$ cat src/rtl/mem_req_if.sv
// Data-side SRAM-like bus between the MEM-stage request issuer (master) and data memory (slave).
interface mem_req_if;
   logic        data_sram_req;
   logic        data_sram_wr;
   logic [1:0]  data_sram_size;
   logic [31:0] data_sram_addr;
   logic [3:0]  data_sram_wstrb;
   logic [31:0] data_sram_wdata;
   logic        data_sram_addr_ok;
   logic        data_sram_data_ok;
   logic [31:0] data_sram_rdata;

   modport master (
      output data_sram_req, data_sram_wr, data_sram_size, data_sram_addr,
             data_sram_wstrb, data_sram_wdata,
      input  data_sram_addr_ok, data_sram_data_ok, data_sram_rdata
   );

   modport slave (
      input  data_sram_req, data_sram_wr, data_sram_size, data_sram_addr,
             data_sram_wstrb, data_sram_wdata,
      output data_sram_addr_ok, data_sram_data_ok, data_sram_rdata
   );
endinterface

$ cat src/rtl/mem_req_unit.sv
// MEM-stage data-memory request issuer: EX payload in, SRAM-like bus request out, registered WB payload.
// Define MEM_ALE_EN to flag misaligned half/word accesses on out_ale instead of issuing them.
module mem_req_unit (
   input  logic        clk,
   input  logic        rst,
   input  logic        in_valid,
   output logic        in_ready,
   input  logic [31:0] alu_result,
   input  logic [31:0] PC,
   input  logic [7:0]  load_op,
   input  logic [2:0]  store_op,
   input  logic [31:0] store_data,
   input  logic        res_from_mem,
   input  logic        gr_we,
   input  logic [4:0]  dest,
   mem_req_if.master   dmem,
   output logic        out_valid,
   input  logic        out_ready,
   output logic [31:0] out_alu_result,
   output logic [31:0] out_PC,
   output logic [7:0]  out_load_op,
   output logic        out_res_from_mem,
   output logic        out_gr_we,
   output logic [4:0]  out_dest,
   output logic [31:0] out_rdata
`ifdef MEM_ALE_EN
   ,
   output logic        out_ale
`endif
);
   localparam int unsigned ADDR_W = 32;
   localparam int unsigned DATA_W = 32;
   localparam int unsigned STRB_W = DATA_W / 8;

   typedef enum logic [1:0] {IDLE, REQ, WAIT, DONE} state_t;

   state_t              state;
   logic                accept_c;
   logic                is_store_c;
   logic                mem_op_c;
   logic                issue_c;
   logic                wb_gr_we_c;
   logic [1:0]          size_c;
   logic [STRB_W-1:0]   wstrb_c;
   logic [DATA_W-1:0]   wdata_c;
`ifdef MEM_ALE_EN
   logic                ale_c;
`endif

   assign in_ready = (state == IDLE) || ((state == DONE) && out_ready);
   assign accept_c = in_valid && in_ready;

   // Bus request attributes derived from the incoming EX payload.
   always_comb begin
      is_store_c = |store_op;
      mem_op_c   = res_from_mem | is_store_c;
      if (store_op[0] | load_op[0] | load_op[3])      size_c = 2'd0;
      else if (store_op[1] | load_op[1] | load_op[4]) size_c = 2'd1;
      else                                            size_c = 2'd2;
      wstrb_c = '0;
      wdata_c = store_data;
      if (store_op[0]) begin
         wstrb_c = STRB_W'(4'b0001 << alu_result[1:0]);
         wdata_c = {4{store_data[7:0]}};
      end else if (store_op[1]) begin
         wstrb_c = STRB_W'(4'b0011 << {alu_result[1], 1'b0});
         wdata_c = {2{store_data[15:0]}};
      end else if (store_op[2]) begin
         wstrb_c = '1;
      end
`ifdef MEM_ALE_EN
      ale_c = mem_op_c && (((size_c == 2'd1) && alu_result[0]) ||
                           ((size_c == 2'd2) && (alu_result[1:0] != 2'b00)));
      issue_c    = mem_op_c & ~ale_c;
      wb_gr_we_c = gr_we & ~ale_c;
`else
      issue_c    = mem_op_c;
      wb_gr_we_c = gr_we;
`endif
   end

   always_ff @(posedge clk) begin
      if (rst) begin
         state                <= IDLE;
         dmem.data_sram_req   <= 1'b0;
         dmem.data_sram_wr    <= 1'b0;
         dmem.data_sram_size  <= 2'd0;
         dmem.data_sram_addr  <= '0;
         dmem.data_sram_wstrb <= '0;
         dmem.data_sram_wdata <= '0;
         out_valid            <= 1'b0;
         out_alu_result       <= '0;
         out_PC               <= '0;
         out_load_op          <= '0;
         out_res_from_mem     <= 1'b0;
         out_gr_we            <= 1'b0;
         out_dest             <= '0;
         out_rdata            <= '0;
`ifdef MEM_ALE_EN
         out_ale              <= 1'b0;
`endif
      end else if (accept_c) begin
         out_alu_result       <= alu_result;
         out_PC               <= PC;
         out_load_op          <= load_op;
         out_res_from_mem     <= res_from_mem;
         out_gr_we            <= wb_gr_we_c;
         out_dest             <= dest;
         out_rdata            <= '0;
`ifdef MEM_ALE_EN
         out_ale              <= ale_c;
`endif
         dmem.data_sram_addr  <= ADDR_W'(alu_result);
         dmem.data_sram_wr    <= is_store_c;
         dmem.data_sram_size  <= size_c;
         dmem.data_sram_wstrb <= wstrb_c;
         dmem.data_sram_wdata <= wdata_c;
         if (issue_c) begin
            state              <= REQ;
            dmem.data_sram_req <= 1'b1;
            out_valid          <= 1'b0;
         end else begin
            state              <= DONE;
            out_valid          <= 1'b1;
         end
      end else begin
         // Handshakes arriving in a state that does not expect them are ignored.
         case (state)
            REQ: begin
               if (dmem.data_sram_addr_ok) begin
                  dmem.data_sram_req <= 1'b0;
                  state              <= WAIT;
               end
            end
            WAIT: begin
               if (dmem.data_sram_data_ok) begin
                  if (out_res_from_mem) out_rdata <= dmem.data_sram_rdata;
                  out_valid <= 1'b1;
                  state     <= DONE;
               end
            end
            DONE: begin
               if (out_ready) begin
                  out_valid <= 1'b0;
                  state     <= IDLE;
               end
            end
            default: ;
         endcase
      end
   end
endmodule

$ cat src/flat_wrapper.sv
// flat-port wrapper written by rule: the top's interface ports become plain ports
module mem_req_unit_flat 
  (clk, rst, in_valid, in_ready, alu_result, PC, load_op, store_op, store_data, res_from_mem, gr_we, dest, out_valid, out_ready, out_alu_result, out_PC, out_load_op, out_res_from_mem, out_gr_we, out_dest, out_rdata, dmem_data_sram_req, dmem_data_sram_wr, dmem_data_sram_size, dmem_data_sram_addr, dmem_data_sram_wstrb, dmem_data_sram_wdata, dmem_data_sram_addr_ok, dmem_data_sram_data_ok, dmem_data_sram_rdata);
  mem_req_if dmem_i ();
  input  logic clk;
  input  logic rst;
  input  logic in_valid;
  output logic in_ready;
  input  logic [31:0] alu_result;
  input  logic [31:0] PC;
  input  logic [7:0] load_op;
  input  logic [2:0] store_op;
  input  logic [31:0] store_data;
  input  logic res_from_mem;
  input  logic gr_we;
  input  logic [4:0] dest;
  output logic out_valid;
  input  logic out_ready;
  output logic [31:0] out_alu_result;
  output logic [31:0] out_PC;
  output logic [7:0] out_load_op;
  output logic out_res_from_mem;
  output logic out_gr_we;
  output logic [4:0] out_dest;
  output logic [31:0] out_rdata;
  output wire logic [$bits(dmem_i.data_sram_req)-1:0] dmem_data_sram_req;
  output wire logic [$bits(dmem_i.data_sram_wr)-1:0] dmem_data_sram_wr;
  output wire logic [$bits(dmem_i.data_sram_size)-1:0] dmem_data_sram_size;
  output wire logic [$bits(dmem_i.data_sram_addr)-1:0] dmem_data_sram_addr;
  output wire logic [$bits(dmem_i.data_sram_wstrb)-1:0] dmem_data_sram_wstrb;
  output wire logic [$bits(dmem_i.data_sram_wdata)-1:0] dmem_data_sram_wdata;
  input wire logic [$bits(dmem_i.data_sram_addr_ok)-1:0] dmem_data_sram_addr_ok;
  input wire logic [$bits(dmem_i.data_sram_data_ok)-1:0] dmem_data_sram_data_ok;
  input wire logic [$bits(dmem_i.data_sram_rdata)-1:0] dmem_data_sram_rdata;
  assign dmem_data_sram_req = dmem_i.data_sram_req;
  assign dmem_data_sram_wr = dmem_i.data_sram_wr;
  assign dmem_data_sram_size = dmem_i.data_sram_size;
  assign dmem_data_sram_addr = dmem_i.data_sram_addr;
  assign dmem_data_sram_wstrb = dmem_i.data_sram_wstrb;
  assign dmem_data_sram_wdata = dmem_i.data_sram_wdata;
  assign dmem_i.data_sram_addr_ok = dmem_data_sram_addr_ok;
  assign dmem_i.data_sram_data_ok = dmem_data_sram_data_ok;
  assign dmem_i.data_sram_rdata = dmem_data_sram_rdata;
  mem_req_unit u_core (.clk(clk), .rst(rst), .in_valid(in_valid), .in_ready(in_ready), .alu_result(alu_result), .PC(PC), .load_op(load_op), .store_op(store_op), .store_data(store_data), .res_from_mem(res_from_mem), .gr_we(gr_we), .dest(dest), .dmem(dmem_i), .out_valid(out_valid), .out_ready(out_ready), .out_alu_result(out_alu_result), .out_PC(out_PC), .out_load_op(out_load_op), .out_res_from_mem(out_res_from_mem), .out_gr_we(out_gr_we), .out_dest(out_dest), .out_rdata(out_rdata));
endmodule
$ cat config.mk
export PLATFORM = sky130hd
export DESIGN_NAME = mem_req_unit_flat
export DESIGN_NICKNAME = d
export VERILOG_FILES = /design/src/rtl/mem_req_if.sv /design/src/rtl/mem_req_unit.sv /design/src/flat_wrapper.sv
export SDC_FILE = /design/constraint.sdc
export NUM_CORES = 1
export LEC_CHECK = 0
export ABC_AREA = 1
export CORE_AREA = 2 2 131 133
export CTS_CLUSTER_DIAMETER = 30
export DETAILED_ROUTE_END_ITERATION = 10
export DIE_AREA = 0 0 133 135
export PLACE_DENSITY = 0.84
export SLEW_MARGIN = 40
export SYNTH_ARGS = -nofsm -noshare
export SYNTH_HDL_FRONTEND = slang
export SYNTH_SLANG_ARGS = --single-unit
$ cat constraint.sdc
create_clock -name clk -period 3.7 [get_ports clk]
set_input_delay 0.555 -clock clk [delete_from_list [all_inputs] [get_ports clk]]
set_output_delay 0.555 -clock clk [all_outputs]
set_load 0.05 [all_outputs]
; Yosys cells after proc, flatten, opt, wreduce, memory -nomap -nowiden
; Index checks and enable logic that the tools add are counted.
[word_totals]
inputBits = 152
register_bits = 154
[classes]
eq_ne = 7
bitwise_logic = 5
shifts = 2
muxes = 22
reduce_logical = 14
[ops]
columns = op, n
row1 = $mux 32, 2
row2 = $mux 2, 7
row3 = $mux 4, 3
row4 = $ne 3x2->1 const B, 3
row5 = $reduce_and 3->1, 3
row6 = $mux 1, 8
row7 = $pmux 2 s3, 1
row8 = $or 1x1->1, 5
row9 = $eq 2x2->1 const B, 2
row10 = $reduce_and 4->1, 1
row11 = $reduce_bool 2->1, 2
row12 = $reduce_bool 4->1, 1
row13 = $shl 1x2->4 const A, 1
row14 = $shl 2x2->4 const A, 1
row15 = $reduce_bool 3->1, 1
row16 = $reduce_or 3->1, 1
row17 = $eq 2x1->1 const B, 1
row18 = $logic_and 1x1->1, 2
row19 = $logic_not 2->1, 1
row20 = $ne 2x2->1 const B, 1
row21 = $pmux 1 s2, 1
row22 = $reduce_or 2->1, 1
row23 = $logic_or 1x1->1, 1

; Logic depth before layout (Yosys ltp)
[depth]
depth_word = 6
mapped_depth = 10
ltp_nobuf = 9

; Worst setup path before layout
; OpenSTA, ideal clock, no wires.
[synth_path]
path_kind = flip-flop to flip-flop
from = register u_core.state[0]
to = register u_core.out_load_op[3]
path_stages_with_launch = 10
arrival_ns = 1.750
setup_ns = 0.065
n_path_buf = 2
synth_period_minus_slack_ns = 1.815
setup_slack_ns = 1.885
cell_sequence = dfxtp_1 inv_1 ha_1 inv_1 nand2_1 nand2_2 buf_4 clkbuf_1 o21ai_0 nor2_1
[synth_via]
elab_chain_cells = 4
word_cells_on_any_way = 5
classes_between = 1 x eq/ne / 4 x reduce/logical
[synth_lines]
columns = item, line_no
row1 = "start, declared", mem_req_unit.sv:37  ; state_t state;
row2 = "start signal, assigned", mem_req_unit.sv:84  ; state <= IDLE;
row3 = "start signal, assigned", mem_req_unit.sv:119  ; state <= REQ;
row4 = "start signal, assigned", mem_req_unit.sv:123  ; state <= DONE;
row5 = $eq 2x2->1, mem_req_unit.sv:50  ; assign in_ready = (state == IDLE) || ((state == DONE) && out_ready);
row6 = $logic_and 1x1->1, mem_req_unit.sv:50
row7 = $logic_or 1x1->1 (*), mem_req_unit.sv:50
row8 = via in_ready, flat_wrapper.sv:8  ; output logic in_ready;
row9 = $logic_and 1x1->1 (*), mem_req_unit.sv:51  ; assign accept_c = in_valid && in_ready;
row10 = "end signal, assigned", mem_req_unit.sv:105  ; out_load_op <= load_op;
row11 = "end, declared", mem_req_unit.sv:21  ; output logic [7:0] out_load_op,
; The timed path passes the listed nets; every way through them passes the cells marked *.
; A chain may end at the register's enable or synchronous reset.

; Worst setup path in the final report
[layout_path]
from = register u_core.state[1]
to = output port in_ready
[layout_via]
elab_chain_cells = 3
word_cells_on_any_way = 4
classes_between = 1 x eq/ne / 3 x reduce/logical
[layout_lines]
columns = item, line_no
row1 = $eq 2x2->1, mem_req_unit.sv:50
row2 = $logic_and 1x1->1, mem_req_unit.sv:50
row3 = $logic_or 1x1->1 (*), mem_req_unit.sv:50
row4 = "end, declared", flat_wrapper.sv:8
; Every way passes the cells marked *; elsewhere a longest branch is shown, timed or not.

==> impl_results.md <==
* Status: completed
* Post-synth top area cell: dfxtp_1
* Worst-Skew Late Latency at 410 ps
* Grt total ovfl at 0
* Tot Pwr at roughly 7400 uW
* Leak pwr at 0.00371 uW
* Largest net degree at the start of global routing at between 100 and 150
* Worst hold-check path type: reg -> reg
* Setup bufs post-CTS at 0
* Number of flops mapped to enable cells by yosys at 0
* Post-CTS sizing at 0
* CTS root buf: clkbuf_16
* CTS Buf Count at 17
* Max Fclk at 372 MHz
* Critical path arrival at 2140 ps
* Buffers & Inverters on Critical Path at 1
* Core Area at roughly 0.016 mm^2
* Ant diodes at 0
* Final Setup Violations at 0
* Top post-synthesis cells by area: dfxtp_1, nor2_1, o21ai_0
* CTS tree: done
* HPWL after DPL at 14100 um
* Peak supply drop at between 0.3 and 0.4 mV
* Placed Cells at approximately 1300
* Vias in the first global route at slightly below 6000
* Clock Power Share at between 20% and 30%
* Post-Route WL at approximately 20000 um
* Internal power at 4090 uW
* Unique masters post-synth at 21
* Global-route wire length before repair at approximately 30000 um
* Register-to-register setup slack at around 1500 ps
* Clk_skew at a little over 7 ps
* Synth-to-layout area growth at 62.6%
* Worst slew pin tran at 733 ps
* Post-CTS Hold Buffers at 0
* Non-filler cells, final at about 1300
* # H-tree levels at 4
* Critical-path cell with the highest stage delay: clkdlybuf4s50_1
* Multi-input logic area at 0.00237 mm^2
* Syn nets at around 940
* Filler cells at about 1500
* Top-area cell type share of the netlist area at between 50% and 60%
* Routability cong. at around 0.81
* Syn_area_per_cell at between 7 and 8 um^2
* CP max stage delay at a little over 800 ps
* Share of layout cells above drive strength 1 at under 10%
* Wirelength per Cell at around 16 um
* Initial Utilization at 37.0%
* WP data required at between 3000 and 4000 ps
* GRT Overall Usage at a little over a fifth
* Register area share after synthesis at about half
* Combinational share of power at ~47%
* Setup crit start: u_core.state[1]$_SDFFE_PP0P_
* I/O Pins at between 300 and 400
* Final min period at 2690 ps
* Crit path to: in_ready
* First-pass DRT Iterations at 5
* Final Max Slew Viols at 0
* Final worst slack at 1010 ps
* Top cells by instance count after synthesis: nor2_1, dfxtp_1, o21ai_0
* CP Launch Type: flop
* Row count at 47
* Port bufs at 336
* Net Sw Frac at 44.7%
* NetSw at 3310 uW
* Critical Path Sink Type: output port
* R2R Path End: u_core.out_valid$_SDFFE_PP0P_
* CP delay by family, top: buffers and inverters
* Initial DRC count at between 300 and 400
* Setup CP Type: reg -> out
* Height of the die at 135 um
* Post-route antenna net violation count at 0
* Chip width at roughly 130 um
* Total die area at around 0.018 mm^2
* Post-synthesis cell area at between 0.006 and 0.007 mm^2
* Hold Slack at ~460 ps
* Yosys reg bits at approximately 150
* Clock Pin Slew Worst Setup and Hold Paths at approximately 60 ps
* Max Cap Viol at 0
* Clock buffer depth at 2
* Gate Count Post-Synth at a little under 800
* PD cells at around 750 mW/mm^2
* Final Hold Vio Count at 0
* Critical path cell sequence: ha_1, nand2_2, nand2_1, clkdlybuf4s50_1
* Slew headroom at roughly 51%
* DR DRC count at 0
* Most used DFF post-synth: dfxtp_1
* Worst R2R Start: u_core.state[0]$_SDFFE_PP0P_
* CP Max Fanout at 4
* Register Area at 0.00308 mm^2
* Vias per std cell at approximately 5.0
* Asr flop ratio synth at 0%
* Synth warn at 0
* Sequential share of power at 29.8%
* Most frequent cell after synthesis: nor2_1
* Hold depth at 2
* TNS Setup at 0 ps
* Initial antenna violation count at 0
* Unrepaired setup endpoints after global routing: no
* Worst R2R Path Depth at 9
* CTS Sinks at 154
* Total Nets Final at 1216
* Place WS at between 1000 and 1500 ps
* DR vias at between 6000 and 7000
* Levels on crit path at 4
* Final period utilization at between 70% and 80%
-- layer usage --
layer | part of all wire, % | up-vias | track usage (%) | wire length, um
met5 | 0 | - | 0 | 0
met4 | 2.9 | 0 | 9.86 | 578
met3 | 8.1 | 43 | 6.83 | 1630
met2 | 50 | 269 | 37.6 | 9990
met1 | 39 | 2958 | 23.7 | 7880
li1 | - | 3135 | - | -
-- layout by cell type (no fill, tap or decap), types with 2 or more instances in the layout --
master	netlist	final
a21oi_1	67	67
a31oi_1	13	13
buf_4	37	10
clkbuf_16	0	17
clkbuf_8	0	2
clkdlybuf4s50_1	0	336
clkinv_2	0	2
clkinv_4	0	3
clkinvlp_4	0	3
dfxtp_1	154	154
ha_1	4	4
inv_1	30	29
inv_6	0	3
nand2_1	58	58
nand3_1	6	6
nand3b_1	2	2
nand4_1	32	32
nor2_1	184	184
nor3_1	2	2
o21ai_0	119	119
o21ai_1	10	10
o22ai_1	8	8
-- power groups by stage --
stage	clock, uW	sequential [uW]	combinational (uW)
finish	1690	2210	3510
global route	1790	2250	3700
CTS	1720	2210	3530
detailed placement	0	2240	3520
global placement	0	2230	3490
floorplan	0	3340	1320
-- kinds of logic after synthesis --
group / share of synthesized area (%)
flops: 50.7
simple gates: 19.5
buf+inv: 10.3
compound gates: 18.6
fa+ha+maj: 0.823
-- worst register-to-register path, delay by kind of cell (launching register included) --
| family | cells | cell delay (ps) |
|---|---|---|
| AND/OR/NAND/NOR | 3 | 490 |
| adder cells (fa/ha/maj) | 1 | 190 |
| buffers and inverters | 3 | 650 |
| AO/OA/AOI/OAI | 2 | 380 |
| flip-flops | 1 | 390 |
-- registers in the layout, indices dropped and copies added (netlist names) --
register / flops
u_core.out_dest: 5
u_core.state: 2
u_core.out_alu_result: 32
u_core.dmem.data_sram_wdata: 32
u_core.out_PC: 32
u_core.out_rdata: 32
u_core.out_res_from_mem: 1
u_core.dmem.data_sram_wstrb: 4
u_core.out_gr_we: 1
u_core.out_valid: 1
u_core.dmem.data_sram_req: 1
u_core.dmem.data_sram_wr: 1
u_core.dmem.data_sram_size: 2
u_core.out_load_op: 8
-- how the worst min path moves through the flow --
stage | end | start
global route | u_core.out_rdata[16]$_SDFFE_PP0P_ | u_core.out_rdata[16]$_SDFFE_PP0P_
finish | u_core.out_rdata[11]$_SDFFE_PP0P_ | u_core.out_rdata[11]$_SDFFE_PP0P_
detailed placement | u_core.dmem.data_sram_size[1]$_SDFFE_PP0P_ | u_core.dmem.data_sram_size[1]$_SDFFE_PP0P_
floorplan | u_core.state[1]$_SDFFE_PP0P_ | u_core.state[1]$_SDFFE_PP0P_
global placement | u_core.dmem.data_sram_req$_SDFFE_PP0P_ | u_core.dmem.data_sram_req$_SDFFE_PP0P_
CTS | u_core.out_rdata[16]$_SDFFE_PP0P_ | u_core.out_rdata[16]$_SDFFE_PP0P_
-- through the flow --
stage | instance area, um^2 | utilization (%)
finish | 9890 | 60.3
global route | 9890 | 60.3
CTS | 9890 | 60.3
detailed placement | 9310 | 56.8
global placement | 9310 | 56.7
floorplan | 6080 | -
-- final cells by class --
cell class	count	area share, %
Clock buffer	20	4.62
Clock inverter	12	1.16
Inverter	30	1.14
Multi-Input combinational cell	509	24.0
Sequential cell	154	31.2
Tap cell	220	2.78
Timing Repair Buffer	348	35.1
(Power assumes the default switching activity.)
